$ cat src/rtl/idst7_pkg.sv
// Shared types, constants and helpers for the 4-point inverse DST-VII datapath.
package idst7_pkg;

   localparam int unsigned N_PT   = 4;
   localparam int unsigned CNT_W  = 2;
   localparam int unsigned COEF_W = 16;
   localparam int unsigned MAT_W  = 8;
   localparam int unsigned PROD_W = 23;
   localparam int unsigned ACC_W  = 25;

   typedef logic signed [COEF_W-1:0] coef_t;
   typedef logic signed [MAT_W-1:0]  mat_t;
   typedef logic signed [PROD_W-1:0] prod_t;
   typedef logic signed [ACC_W-1:0]  acc_t;

   // C0 lands in the top bits of the bus, x0 in the bottom bits.
   typedef struct packed {
      coef_t c0;
      coef_t c1;
      coef_t c2;
      coef_t c3;
   } coef_vec_t;

   typedef struct packed {
      coef_t x3;
      coef_t x2;
      coef_t x1;
      coef_t x0;
   } res_vec_t;

   typedef enum logic [1:0] {
      ST_IDLE = 2'd0,
      ST_MAC  = 2'd1,
      ST_DONE = 2'd2
   } state_e;

   // Row k holds the weights applied to coefficient C[k] for outputs x0..x3.
   localparam mat_t DST7_M [N_PT][N_PT] = '{
      '{ 8'sd29,  8'sd55,  8'sd74,  8'sd84},
      '{ 8'sd74,  8'sd74,  8'sd0,  -8'sd74},
      '{ 8'sd84, -8'sd29, -8'sd74,  8'sd55},
      '{ 8'sd55, -8'sd84,  8'sd74, -8'sd29}
   };

   localparam acc_t CLIP_MAX = acc_t'(32767);
   localparam acc_t CLIP_MIN = acc_t'(-32768);

   function automatic coef_t clip16(input acc_t v);
      if (v > CLIP_MAX) begin
         return coef_t'(32767);
      end
      if (v < CLIP_MIN) begin
         return coef_t'(-32768);
      end
      return coef_t'(v);
   endfunction

endpackage

$ cat src/rtl/idst7_4_seq_if.sv
// Valid/ready coefficient-in and residual-out bus of the inverse DST-VII block.
interface idst7_4_seq_if;
   import idst7_pkg::*;

   logic      in_valid;
   logic      in_ready;
   coef_vec_t coef;
   logic      out_valid;
   logic      out_ready;
   res_vec_t  res;

   modport master (
      output in_valid,
      output coef,
      output out_ready,
      input  in_ready,
      input  out_valid,
      input  res
   );

   modport slave (
      input  in_valid,
      input  coef,
      input  out_ready,
      output in_ready,
      output out_valid,
      output res
   );

endinterface

$ cat src/rtl/idst7_4_row_mac.sv
// One matrix row per call: adds M[cnt][n]*C[cnt] to each of the four accumulators.
module idst7_4_row_mac
   import idst7_pkg::*;
(
   input  logic [CNT_W-1:0] cnt,
   input  coef_t            c_in,
   input  acc_t             acc_i [N_PT],
   output acc_t             acc_o [N_PT]
);

   prod_t prod [N_PT];

   // |C| <= 2^15 and |M| <= 84, so the 23-bit product is exact.
   for (genvar n = 0; n < N_PT; n++) begin : g_col
      assign prod[n]  = prod_t'(c_in) * prod_t'(DST7_M[cnt][n]);
      assign acc_o[n] = acc_i[n] + acc_t'(prod[n]);
   end

endmodule

$ cat src/rtl/idst7_4_seq.sv
// Sequential 4-point inverse DST-VII: one matrix row per cycle, then round, shift and clip.
module idst7_4_seq
   import idst7_pkg::*;
#(
   parameter int unsigned SHIFT = 7
) (
   input  logic         clk,
   input  logic         rst_n,
   idst7_4_seq_if.slave bus
);

   localparam logic [CNT_W-1:0] CNT_LAST = CNT_W'(N_PT - 1);
   localparam acc_t             RND      = acc_t'(1 << (SHIFT - 1));

   state_e            state_q, state_d;
   logic [CNT_W-1:0]  cnt_q, cnt_d;
   coef_vec_t         coef_q, coef_d;
   acc_t              acc_q [N_PT];
   acc_t              acc_d [N_PT];
   acc_t              acc_nxt [N_PT];
   res_vec_t          res_q, res_d;
   logic              out_valid_q, out_valid_d;

   logic              in_ready_c;
   logic              accept_c;
   coef_t             c_sel_c;
   coef_t             x_c [N_PT];

   // Coefficient feeding the row selected by the cycle counter.
   always_comb begin
      c_sel_c = coef_q.c3;
      case (cnt_q)
         2'd0:    c_sel_c = coef_q.c0;
         2'd1:    c_sel_c = coef_q.c1;
         2'd2:    c_sel_c = coef_q.c2;
         default: c_sel_c = coef_q.c3;
      endcase
   end

   idst7_4_row_mac u_row_mac (
      .cnt   (cnt_q),
      .c_in  (c_sel_c),
      .acc_i (acc_q),
      .acc_o (acc_nxt)
   );

   // Rounding add stays at accumulator width; the shift is arithmetic (floor).
   for (genvar n = 0; n < N_PT; n++) begin : g_round
      assign x_c[n] = clip16((acc_nxt[n] + RND) >>> SHIFT);
   end

   always_ff @(posedge clk or negedge rst_n) begin
      if (!rst_n) begin
         state_q <= ST_IDLE;
      end else begin
         state_q <= state_d;
      end
   end

   always_comb begin
      state_d = state_q;
      case (state_q)
         ST_IDLE: begin
            if (bus.in_valid) begin
               state_d = ST_MAC;
            end
         end
         ST_MAC: begin
            if (cnt_q == CNT_LAST) begin
               state_d = ST_DONE;
            end
         end
         ST_DONE: begin
            // A fresh vector taken on the release edge skips IDLE entirely.
            if (bus.out_ready) begin
               state_d = bus.in_valid ? ST_MAC : ST_IDLE;
            end
         end
         default: state_d = ST_IDLE;
      endcase
   end

   always_comb begin
      in_ready_c  = (state_q == ST_IDLE) || ((state_q == ST_DONE) && bus.out_ready);
      accept_c    = bus.in_valid && in_ready_c;

      coef_d      = coef_q;
      cnt_d       = cnt_q;
      acc_d       = acc_q;
      res_d       = res_q;
      out_valid_d = out_valid_q;

      if (state_q == ST_MAC) begin
         acc_d = acc_nxt;
         cnt_d = cnt_q + CNT_W'(1);
         if (cnt_q == CNT_LAST) begin
            res_d       = '{x3: x_c[3], x2: x_c[2], x1: x_c[1], x0: x_c[0]};
            out_valid_d = 1'b1;
         end
      end

      if ((state_q == ST_DONE) && bus.out_ready) begin
         out_valid_d = 1'b0;
      end

      if (accept_c) begin
         coef_d = bus.coef;
         cnt_d  = '0;
         acc_d  = '{default: '0};
      end
   end

   always_ff @(posedge clk or negedge rst_n) begin
      if (!rst_n) begin
         cnt_q       <= '0;
         coef_q      <= '0;
         acc_q       <= '{default: '0};
         res_q       <= '0;
         out_valid_q <= 1'b0;
      end else begin
         cnt_q       <= cnt_d;
         coef_q      <= coef_d;
         acc_q       <= acc_d;
         res_q       <= res_d;
         out_valid_q <= out_valid_d;
      end
   end

   assign bus.in_ready  = in_ready_c;
   assign bus.out_valid = out_valid_q;
   assign bus.res       = res_q;

endmodule
$ cat src/flat_wrapper.sv
// flat-port wrapper written by rule: the top's interface ports become plain ports
module idst7_4_seq_flat import idst7_pkg::*;
#(
   parameter int unsigned SHIFT = 7
)
  (clk, rst_n, bus_in_valid, bus_coef, bus_out_ready, bus_in_ready, bus_out_valid, bus_res);
  idst7_4_seq_if bus_i ();
  input  logic clk;
  input  logic rst_n;
  input wire logic [$bits(bus_i.in_valid)-1:0] bus_in_valid;
  input wire logic [$bits(bus_i.coef)-1:0] bus_coef;
  input wire logic [$bits(bus_i.out_ready)-1:0] bus_out_ready;
  output wire logic [$bits(bus_i.in_ready)-1:0] bus_in_ready;
  output wire logic [$bits(bus_i.out_valid)-1:0] bus_out_valid;
  output wire logic [$bits(bus_i.res)-1:0] bus_res;
  assign bus_i.in_valid = bus_in_valid;
  assign bus_i.coef = bus_coef;
  assign bus_i.out_ready = bus_out_ready;
  assign bus_in_ready = bus_i.in_ready;
  assign bus_out_valid = bus_i.out_valid;
  assign bus_res = bus_i.res;
  idst7_4_seq #(.SHIFT(SHIFT)) u_core (.clk(clk), .rst_n(rst_n), .bus(bus_i));
endmodule
$ cat config.mk
export PLATFORM = sky130hd
export DESIGN_NAME = idst7_4_seq_flat
export DESIGN_NICKNAME = d
export VERILOG_FILES = /design/src/rtl/idst7_pkg.sv /design/src/rtl/idst7_4_seq_if.sv /design/src/rtl/idst7_4_row_mac.sv /design/src/rtl/idst7_4_seq.sv /design/src/flat_wrapper.sv
export SDC_FILE = /design/constraint.sdc
export NUM_CORES = 2
export LEC_CHECK = 0
export CAP_MARGIN = 40
export CORE_AREA = 2 2 335 238
export DETAILED_ROUTE_END_ITERATION = 10
export DIE_AREA = 0 0 337 240
export PLACE_DENSITY = 0.65
export RECOVER_POWER = 50
export SYNTH_ARGS = -nofsm -noshare
export SYNTH_HDL_FRONTEND = slang
export SYNTH_HIERARCHICAL = 1
export SYNTH_SLANG_ARGS = --single-unit
$ cat constraint.sdc
create_clock -name clk -period 27.6 [get_ports clk]
set_input_delay 5.52 -clock clk [delete_from_list [all_inputs] [get_ports clk]]
set_output_delay 5.52 -clock clk [all_outputs]
set_load 0.02 [all_outputs]
# == Yosys cells after proc, flatten, opt, wreduce, memory -nomap -nowiden ==
# Cells that the tools add are included.
# word_totals
register_bits,233
# classes
add_sub_neg,9
multipliers,4
n_lt_le_gt_ge,9
n_eq_ne,8
muxes,44
n_bitwise,1
n_reduce_logical,11
# ops
operator,count
$mux 16,16
$mux 100,2
$add 25x23->25,4
$add 25x8->25 const B,4
$mul 16x8->23,4
$gt 18x16->1 const B,4
$lt 18x16->1 const B,4
$bmux 32 s2,1
$mux 32,2
$pmux 16 s3,1
$mux 1,16
$mux 2,5
$eq 2x2->1 const B,3
$pmux 2 s3,1
$reduce_bool 2->1,3
$eq 2x1->1 const B,2
$logic_not 2->1,2
$ne 2x2->1 const B,2
$reduce_and 2->1,2
$ge 3x3->1 const B,1
$not 2->3,1
$reduce_and 3->1,1
$add 2x1->2 const B,1
$logic_and 1x1->1,2
other kinds (2),2

# == Longest topological paths before layout ==
# logic_depth
word_depth,12
mapped_depth,40

# == Modules after synthesis ==
# Netlist, hierarchy kept.
# by_module_without_submodules
mod,instances,cells_per_inst,area_per_inst_um2,seq_area_each_um2
idst7_4_row_mac,1,2357,19914.1,0.0
idst7_4_seq,1,1137,10940.5,5830.6

# == Least setup slack after synthesis ==
# Ideal clock, no wire load.
# synth_timing
path_type,input to output
from,in bus_out_ready
to,out bus_in_ready
t_arrival_ns,5.924
required_ns,22.080
slack_ns,16.156
stages,2
path_buffers,0
path_cell_list,inv_1 a21oi_1
# synth_via
elab_chain_len,2
# synth_rtl
element,line,rtl
"start, declared",flat_wrapper.sv:12,input wire logic [$bits(bus_i.out_ready)-1:0] bus_out_ready;
$logic_and 1x1->1,idst7_4_seq.sv:84,in_ready_c = (state_q == ST_IDLE) || ((state_q == ST_DONE) && bus.out_ready);
$logic_or 1x1->1,idst7_4_seq.sv:84,
"end, declared",flat_wrapper.sv:13,output wire logic [$bits(bus_i.in_ready)-1:0] bus_in_ready;
# No other way between the ends.

==> metrics.cfg <==
[status]
status=finished, violations left
failed_checks=max-capacitance violations, max-slew violations

[final_layout]
num-nets-final=4303
syn_to_final_growth_pct=11.2
layout-drive-gt1-share_pct=5.02
n_antenna_cell=0

[clock_network]
holdBufCountCts=0
cts_resized=0
htreeDepth=1
postCtsSetupBuffers=0
clk_pin_slew_ps=60
tritoncts=done
insertion_delay_ps=590
cts_sinks=232
cts_buffers=26
cts_max_path_buffers=3
clock_tree.root_cell=clkbuf_16

[placement]
place_hpwl_um=62000
gp_congestion=0.899
io_buffers=133

[global_routing]
grt_pass1_wl_um=131000
track_usage_pct=20.1
antenna_found_initial=1
grt-ovfl-total=0
grt_max_degree=113
grt_pass1_vias=24100

[hold_path]
worstHoldPathType=flip-flop to flip-flop

[detailed_routing]
wl_per_cell_um=16.8
finalWirelength_um=78400
viasPerCell=5.10
via_count=23700
antenna_left=0
drc=0
drt_pass1_iterations=8
drt_first_iter_violations=1707

[worst_setup_path]
crit_required_ps=28230
worst_path_largest_cell_delay_ps=4220
arrival_ps=13700
endpoint_kind=asynchronous set/reset pin
cp_cell_sequence=clkbuf_1 -> clkbuf_1 -> clkbuf_1 -> buf_4
crit_top_cell=clkbuf_1
crit_type=primary input to asynchronous set/reset pin
crit_slowest_cell=clkbuf_1
cp_max_fo=112
startpoint_type=primary input

[timing]
timing.slew.headroom_pct=-311
setup_tns_ps=0
min_period_ps=13060
setup_viol=0
rsz0062_at_grt=false
tightest_slew_ps=6170
skew_ps=33.0
finalHoldViolCount=0
slew_viol_final=327
period_share_pct=47.3
fmax_mhz=76.5

[floorplan]
start_util_pct=39.6
core_um2=77800
dieArea_um2=80900
ioPinCount=134
num_rows=86
die_x_um=337
die_y_um=240

[synth]
synth.avg_cell_area_um2=8.83
yosys_warnings=6
synth_cells=3489
synth_area_um2=30800
syn_nets=4208

[run]
maxCapViolations=4

-- metal layers --
metal | up-vias | part of all wire (%) | wire, um | global-route usage (%)
met1 | 11500 | 51 | 40200 | 31.0
li1 | 11500 | - | - | -
met4 | 0 | 1.6 | 1220 | 3.11
met3 | 82 | 7.5 | 5900 | 4.83
met5 | - | 0 | 0 | 0
met2 | 635 | 40 | 31100 | 28.4
-- metrics by stage --
step / setup WS (ps) / cell area (um^2) / hold WS, ps / std cells / util [%]
finish: 14540 / 34300 / 500 / 4658 / 44.0
global route: 12580 / 34300 / 512 / 4658 / 44.0
CTS: 15150 / 34300 / 510 / 4658 / 44.2
detailed placement: 15160 / 33400 / 496 / 4612 / 43.0
global placement: 15140 / 33300 / 481 / 4602 / 42.8
floorplan: 16160 / 30800 / 480 / 3489 / -
-- registers in the layout (all words and copies together), names as in the netlist --
| name | count |
|---|---|
| u_core/cnt_q | 2 |
| u_core/coef_q | 64 |
| u_core/state_q | 2 |
| u_core/bus.res | 64 |
| u_core/acc_q | 99 |
| u_core/bus.out_valid | 1 |
-- placed cells by master (no fill, tap or decap), drive strengths merged, types with 8 or more instances in the layout --
master / count
clkbuf: 40
nor2: 149
o21bai: 22
o22a: 8
mux2: 49
nand2: 403
nor2b: 74
fa: 339
nor3: 36
a211o: 8
a21oi: 240
o22ai: 11
a222oi: 16
inv: 616
and2: 71
buf: 34
mux2i: 18
o31ai: 13
clkdlybuf4s50: 119
dfrtp: 232
nand4: 20
o21ai: 93
o21a: 28
nor4: 9
and4: 9
o211ai: 30
xor2: 53
xnor2: 183
a211oi: 19
a21o: 51
nand3: 41
dlygate4sd3: 13
or2: 17
a22o: 16
and3: 21
nand2b: 74
ha: 312
a31oi: 15
-- path summary, 6_finish.rpt --
path / startpoint / end / slack [ps] / depth (start not counted)
max: rst_n / u_core/acc_q[86]$_DFFE_PN0P_ / 14540 / 4
min: u_core/bus.res[61]$_DFFE_PN0P_ / u_core/bus.res[61]$_DFFE_PN0P_ / 500 / 1
max reg2reg: u_core/cnt_q[1]$_DFFE_PN0P_ / u_core/bus.res[30]$_DFFE_PN0P_ / 16510 / 36
min reg2reg: u_core/bus.res[61]$_DFFE_PN0P_ / u_core/bus.res[61]$_DFFE_PN0P_ / 500 / 1
max in group clk: bus_out_ready / bus_in_ready / 15100 / 4
min in group asynchronous: rst_n / u_core/bus.res[48]$_DFFE_PN0P_ / 7230 / 1
-- worst max-delay path, delay by kind of cell --
family	cells	cell delay, ps
buf+inv	4	7960
-- final cells by class --
type / count / area [um^2]
clock buffer: 34 / 722
clock inverter: 12 / 180
fill: 7580 / 43500
inverter: 616 / 2310
multi-input combinational: 2536 / 22300
sequential: 232 / 5810
tap: 1056 / 1320
timing repair buffer: 172 / 1610
Power is left out: the tool's default activity adds up to more than one toggle a clock period on the data nets, which glitch-free logic cannot reach.
